File: config.mk
export PLATFORM = sky130hd
export DESIGN_NAME = serial_adder
export DESIGN_NICKNAME = d
export VERILOG_FILES = /design/src/rtl/serial_adder_pkg.sv /design/src/rtl/serial_adder_full_adder.sv /design/src/rtl/serial_adder.sv
export SDC_FILE = /design/constraint.sdc
export NUM_CORES = 1
export LEC_CHECK = 0
export CORE_AREA = 2 2 55 52
export CTS_BUF_LIST = sky130_fd_sc_hd__clkbuf_16
export CTS_CLUSTER_DIAMETER = 30
export DETAILED_ROUTE_END_ITERATION = 10
export DIE_AREA = 0 0 57 54
export GPL_ROUTABILITY_DRIVEN = 1
export PLACE_DENSITY = 0.76
export REMOVE_ABC_BUFFERS = 1
export SYNTH_ARGS = -nofsm -noshare
export SYNTH_HDL_FRONTEND = slang
export SYNTH_SLANG_ARGS = --single-unit
export TNS_END_PERCENT = 5
File: constraint.sdc
create_clock -name clk -period 1.07 [get_ports clk]
set_clock_uncertainty 0.05 [all_clocks]
set_input_delay 0.214 -clock clk [delete_from_list [all_inputs] [get_ports clk]]
set_output_delay 0.214 -clock clk [all_outputs]
set_load 0.03 [all_outputs]
File: src/rtl/serial_adder_pkg.sv
// serial_adder_pkg: FSM state encoding and counter-width helper for serial_adder
package serial_adder_pkg;
    localparam logic ST_IDLE  = 1'b0;
    localparam logic ST_SHIFT = 1'b1;
    function automatic int clog2(input int v);
        int r;
        r = 0;
        for (int i = 0; i < 31; i++)
            if ((1 << i) < v) r = i + 1;
        return r;
    endfunction
endpackage

File: src/rtl/serial_adder_full_adder.sv
// full_adder: one-bit full adder composed of two half-adder stages
module full_adder (
    input  logic x,
    input  logic y,
    input  logic cin,
    output logic s,
    output logic cout
);
    logic p, g1, g2;
    assign p    = x ^ y;
    assign g1   = x & y;
    assign s    = p ^ cin;
    assign g2   = p & cin;
    assign cout = g1 | g2;
endmodule

File: src/rtl/serial_adder.sv
// serial_adder: LSB-first bit-serial unsigned adder with start/busy/done; SERIAL_ADDER_OVF_EN adds ovf
module serial_adder
    import serial_adder_pkg::*;
#(
    parameter int WIDTH = 5
) (
    input  logic             clk,
    input  logic             rst,
    input  logic             start,
    input  logic [WIDTH-1:0] a,
    input  logic [WIDTH-1:0] b,
    output logic             busy,
    output logic             done,
    output logic [WIDTH-1:0] sum,
    output logic             cout
`ifdef SERIAL_ADDER_OVF_EN
    ,
    output logic             ovf
`endif
);
    localparam int CW = clog2(WIDTH);
    logic             state, state_nxt;
    logic [WIDTH-1:0] a_sh, b_sh;
    logic [WIDTH-2:0] sum_sh;
    logic [WIDTH-1:0] sum_nxt;
    logic [CW-1:0]    cnt;
    logic             carry, fa_s, fa_cout, last;
    full_adder u_fa (
        .x   (a_sh[0]),
        .y   (b_sh[0]),
        .cin (carry),
        .s   (fa_s),
        .cout(fa_cout)
    );
    assign last    = (state == ST_SHIFT) && (cnt == CW'(WIDTH - 1));
    assign sum_nxt = {fa_s, sum_sh};
    always_ff @(posedge clk) begin
        if (rst) state <= ST_IDLE;
        else     state <= state_nxt;
    end
    always_comb begin
        state_nxt = (state == ST_IDLE) ? (start ? ST_SHIFT : ST_IDLE)
                                       : (last ? ST_IDLE : ST_SHIFT);
    end
    always_comb begin
        busy = (state == ST_SHIFT);
    end
    always_ff @(posedge clk) begin
        if (rst) begin
            a_sh   <= '0;
            b_sh   <= '0;
            sum_sh <= '0;
            cnt    <= '0;
            carry  <= 1'b0;
            done   <= 1'b0;
            sum    <= '0;
            cout   <= 1'b0;
`ifdef SERIAL_ADDER_OVF_EN
            ovf    <= 1'b0;
`endif
        end else begin
            done <= last;
            if (state == ST_IDLE && start) begin
                a_sh  <= a;
                b_sh  <= b;
                carry <= 1'b0;
                cnt   <= '0;
            end else if (state == ST_SHIFT) begin
                a_sh   <= a_sh >> 1;
                b_sh   <= b_sh >> 1;
                sum_sh <= sum_nxt[WIDTH-1:1];
                carry  <= fa_cout;
                cnt    <= cnt + 1'b1;
                if (last) begin
                    sum  <= sum_nxt;
                    cout <= fa_cout;
`ifdef SERIAL_ADDER_OVF_EN
                    // carry still holds the carry into the MSB on the final edge
                    ovf  <= carry ^ fa_cout;
`endif
                end
            end
        end
    end
endmodule

==> results.md, run 1 <==
* Status: complete, but fails checks
* Failing checks: negative setup slack
* Combinational Power Share at 0.125
* Async SR Flop Fraction at 0
* Die ar. at 3080 um2
* Cell Pwr Density at 1500 nW/um2
* Clk sinks at 26
* GP Congestion at 0.728
* Slew HR at 0.906
* CTS buffer count at 3
* Setup CP Type: flip-flop to flip-flop
* Hold Vio Cnt, Final at 0
* I/O pins at 21
* Detailed-route via count at 886
* Net switching power at 461 uW
* Die X at 57 um
* R2R cell count at 3
* Area grow syn2layout at 46.2%
* Register area share after synthesis at 0.477
* Netlist cell types at 22
* Fin worst setup slack at -91.4 ps
* CP Max Fanout at 2
* Min Hold Slack at 405 ps
* CTS tree: built
* Drc violations at 0
* Final Critical Period at 1160 ps
* Number of detailed-route iterations in the first pass at 4
* IO buf count at 20
* Die Y at 54 um
* Max-cap violations at 0
* CP Launch Type: flip-flop
* Total Wirelength at 2240 um
* FMAX at 0.861 GHz
* ANT nets after route at 0
* Slowest CP cell: fa_1
* # diodes at 0
* Flops & latches, synth at 26
* First-pass GRT wire length at 3590 um
* Synth Flop Type: dfxtp_1
* Hold Crit Class: flip-flop to flip-flop
* Worst path arrival time at 1260 ps
* Final period util at 1.09
* Largest net degree at the start of global routing at 16
* Crit end category: flip-flop
* Place WS at -388 ps
* Cell internal pwr at 1930 uW
* Sequential share of power at 0.428
* Hold_buf cts at 0
* Final setup vio count at 5
* Pins over their slew limit at 0
* H-tree Lvls at 1
* Initial core utilization at 0.425
* Initial antenna violation count at 0
* Clock power frac at 0.447
* Post-synth EDFFs at 0
* Sw frac at 0.193
* Post-DP HPWL at 1380 um
* WP data required at 1170 ps
* Starting DRT DRC Count at 19
* Core area at 2570 um2
* RSZ-0062 raised after global routing: yes
* Mapped cell area at 1090 um2
* Peak supply drop at 1.33 mV
* Commonest non-fill, non-tap cell in the layout: dfxtp_1
* Post-Synthesis Cells at 118
* Std-Cell Rows at 18
* LEAKAGE at 0.000680 uW
* Largest stage delay on the critical path at 480 ps
* Clock Tree Root: clkbuf_16
* Vias per cell at 4.92
* Total track usage at 0.153
* Layout net count at 167
* CP Cell Sequence: fa_1 -> mux2i_1 -> nor2_1
* Overflow after GRT at 0
* Worst-Skew Late Latency at 260 ps
* Synthesized area per cell at 9.26 um2
* Per-cell routed wire length at 12.5 um
* Clock transition at path regs at 60 ps
* Slew @ Worst Pin at 137 ps
* YS warnings at 0
* Share of layout cells above drive strength 1 at 0.247
* Hold Crit Depth at 2
* Flop2flop setup slack at -90 ps
* Final-layout fill cell count at 234
* Vias in the first global route at 850
* CTS Buffer Depth at 2
* Most frequent cells in the layout: 24 x dfxtp_1, 19 x nand2_1, 17 x buf_4
[worst paths after layout]
path	start	endpoint
max	a_sh[0]	sum_sh[3]
min	sum[2]	sum[2]
max reg2reg	a_sh[0]	sum_sh[3]
min reg2reg	sum[2]	sum[2]
[cell families after synthesis]
family / Yosys count / synth area share
simple gates: 46 / 0.195
xor+xnor: 1 / 0.00802
flops: 26 / 0.477
compound gates: 17 / 0.0779
fa+ha+maj: 3 / 0.0412
mux: 15 / 0.137
buf+inv: 10 / 0.0641
[critical path, delay by kind of cell, from the launching register on]
family / cells / cell delay (ps)
flops: 1 / 330
mux: 1 / 140
fa+ha+maj: 1 / 480
simple gates: 1 / 60
[layer usage]
metal / vias to the layer above / part of all wire / GRT usage
li1: 452 / - / -
met1: 415 / 0.42 / 0.165
met2: 19 / 0.53 / 0.305
met5: - / 0 / 0
met3: 0 / 0.043 / 0.0505
met4: 0 / 0 / 0.0116
[Yosys cell counts, types with 3 or more instances]
cell,number,area (um2)
dfxtp_1,26,521
nand2_1,20,75.1
mux2i_1,15,150
nor2_1,10,37.5
a21oi_1,9,45.0
nor2b_1,7,43.8
buf_2,4,20.0
o21ai_0,4,20.0
o21ai_1,4,20.0
nor3_1,3,15.0
nor3b_1,3,22.5
[metrics by stage]
step | TNS (ps) | utilization | instance area (um2) | total power (uW) | instances
3_5_place_dp | -5380 | 0.528 | 1360 | 1280 | 171
5_1_grt | -1420 | 0.622 | 1600 | 2480 | 180
4_1_cts | -355 | 0.615 | 1580 | 2400 | 180
2_1_floorplan | -12430 | - | 1030 | 1140 | 110
3_3_place_gp | -5210 | 0.528 | 1360 | 1270 | 171
6_report | -360 | 0.622 | 1600 | 2390 | 180
[flip-flops by register name, summed over array words and instances (netlist names)]
| signal | cells |
|---|---|
| cnt | 3 |
| carry | 1 |
| done | 1 |
| b_sh | 5 |
| busy | 1 |
| sum | 5 |
| sum_sh | 4 |
| cout | 1 |
| a_sh | 5 |
[layout make-up]
class | count | area (um2) | share of cell area
multi-input cells | 82 | 536 | 0.335
flip-flops and latches | 26 | 526 | 0.329
repair buffers | 36 | 385 | 0.241
clock buffers | 3 | 75.1 | 0.0470
well taps | 30 | 37.5 | 0.0235
clock inverters | 1 | 30.0 | 0.0188
inverters | 2 | 7.51 | 0.00470
[power by group through the flow]
| stage | registers, uW | clock network [uW] | logic (uW) |
|---|---|---|---|
| floorplan | 1060 | 0 | 79.2 |
| detailed placement | 1040 | 0 | 233 |
| global placement | 1040 | 0 | 228 |
| global route | 1030 | 1120 | 324 |
| CTS | 1020 | 1090 | 290 |
| finish | 1020 | 1070 | 298 |
[timing repair]
action	in CTS	in global routing
hold endpoints to repair	0	0
gates cloned	2	0
buffers inserted	3	0
gates resized for setup	10	8
pin swaps	4	1
endpoints found under the setup margin	19	20
Power figures use the tool's default switching activity.
==> inputs of run 2 (changes only) <==
CELL_PAD_IN_SITES_DETAIL_PLACEMENT = 2   (was unset)
CELL_PAD_IN_SITES_GLOBAL_PLACEMENT = 2   (was unset)
CORE_AREA = 2 2 71 66   (was 2 2 55 52)
DIE_AREA = 0 0 73 68   (was 0 0 57 54)
PLACE_DENSITY = 0.81   (was 0.76)
==> results.md, run 2 (synthesis gave the netlist of run 1 again) <==
* CP Cell Sequence: fa_2 -> nand2_2 -> a21oi_2
* WHS Endpoint: sum[1]
* Final Critical Period at 1180 ps
* Slew @ Worst Pin at 182 ps
* Reg-to-reg startpoint: b_sh[0]
* Delay-heaviest family, CP: adder cells
* Vias in the first global route at 1,023
* Starting DRT DRC Count at 33
* Std-Cell Rows at 23
* IO buf count at 20
* CTS Buffer Depth at 2
* I/O pins at 21
* Number of detailed-route iterations in the first pass at 4
* Crit end category: flip-flop
* Worst-Skew Late Latency at 260 ps
* Largest stage delay on the critical path at 590 ps
* FMAX at 0.847 GHz
* Setup Fix Bufs, Post-CTS at 0
* Post-DP HPWL at 2050 um
* CP Launch Type: flip-flop
* CTS buffer count at 3
* Die Y at 68 um
* RSZ-0062 raised after global routing: yes
* Final Core Density at 0.383
* Slowest CP cell: fa_2
* Clock transition at path regs at 70 ps
* Die ar. at 4960 um2
* Area grow syn2layout at 50.3%
* Pins over their slew limit at 0
* Peak supply drop at 0.855 mV
* Hold Crit Start: sum[1]
* Most frequent cells in the layout: 21 x dfxtp_1, 19 x nand2_1, 15 x buf_4
* R2R cell count at 3
* Layout net count at 166
* RR Endpoint: sum[4]
* Vias per cell at 4.54
* Total track usage at 0.134
* Status: complete, but fails checks
* Biggest registers after layout: a_sh: 5 flops, b_sh: 5 flops, sum: 5 flops
* # diodes at 0
* Failing checks: negative setup slack
* ANT nets after route at 0
* Overflow after GRT at 0
* Final period util at 1.10
* Per-cell routed wire length at 14.9 um
* Final setup vio count at 11
* Worst Path Buf+Inv at 0
* Setup CP Type: flip-flop to flip-flop
* Clock Tree Root: clkbuf_16
* LEAKAGE at 0.000662 uW
* WP data required at 1230 ps
* Max-cap violations at 0
* Clk sinks at 26
* Hold_buf cts at 0
* CP Max Fanout at 2
* GP Congestion at 0.720
* Initial antenna violation count at 0
* Commonest non-fill, non-tap cell in the layout: dfxtp_1
* Final-layout fill cell count at 468
* Largest net degree at the start of global routing at 17
* Slew HR at 0.875
* Die X at 73 um
* Hold Vio Cnt, Final at 0
* Hold Crit Class: flip-flop to flip-flop
* H-tree Lvls at 1
* Hold Crit Depth at 2
* Flop2flop setup slack at -110 ps
* Register area at 529 um2
* Place WS at -422 ps
* Share of layout cells above drive strength 1 at 0.336
* Core area at 4290 um2
* Total Wirelength at 2970 um
* Fin worst setup slack at -111 ps
* Detailed-route via count at 903
* Area of the multi-input gates at 572 um2
* Initial core utilization at 0.255
* Cell Pwr Density at 1480 nW/um2
* First-pass GRT wire length at 4950 um
* CTS tree: built
* Drc violations at 0
* Worst path arrival time at 1340 ps
## run 2: changes by cell type in the layout (fill, tap and decap cells not counted), moves of 2 or more
cell,before,now
dfxtp_1,24,21
buf_4,17,15
nor3_1,3,1
dfxtp_2,1,4
a21oi_1,8,4
ha_1,2,0
o21ai_0,2,4
a21oi_2,1,5
o21ai_1,6,4
nor3_2,0,2
ha_2,0,2
## run 2: per-stage QoR
step / hold slack [ps] / total power (uW) / cell area (um2) / std cells / TNS, ps
finish: 408 / 2420 / 1640 / 199 / -608
global placement: 388 / 1290 / 1420 / 194 / -5600
detailed placement: 400 / 1300 / 1420 / 194 / -6490
global route: 435 / 2550 / 1640 / 199 / -1420
CTS: 409 / 2430 / 1590 / 199 / -976
floorplan: 233 / 1140 / 1030 / 110 / -12430
## run 2: layout make-up
class,instances,share of cell area
clock buffer,3,0.0457
timing repair buffer,35,0.223
multi-input combinational,82,0.348
inverter,2,0.00457
sequential,26,0.322
tap,50,0.0381
clock inverter,1,0.0183
## run 2: repair_timing
item | 4_1_cts | 5_1_grt
resized for setup | 14 | 18
gates cloned | 1 | 0
pin swaps | 2 | 3
endpoints found under the setup margin | 22 | 17
hold endpoints to repair | 0 | 0
## run 2: worst max-delay path by stage
stage	depth (start not counted)	from	slack (ps)	end
2_1_floorplan	3	busy	-670	cout
5_1_grt	2	busy	-150	busy
3_3_place_gp	5	start	-370	b_sh[1]
4_1_cts	2	busy	-130	busy
6_report	3	b_sh[0]	-110	sum[4]
3_5_place_dp	5	start	-420	b_sh[0]
## run 2: layer usage
metal,track usage,share of wire,up-vias
met5,0,0,-
met4,0.0278,0,0
met3,0.0412,0.046,0
met2,0.267,0.55,18
met1,0.136,0.40,431
li1,-,-,454
## run 2: power breakdown
part           total (uW)  leakage (uW)  switching [uW]  internal (uW)
Sequential           1020      0.000214            24.1           1000
Clock                1100     0.0000511             351            745
Combinational         302      0.000398             128            175
## run 2: worst register-to-register path, stage by stage (launching register included)
cell and delay [ps]:
dfxtp_2 330, fa_2 590, nand2_2 60, a21oi_2 100
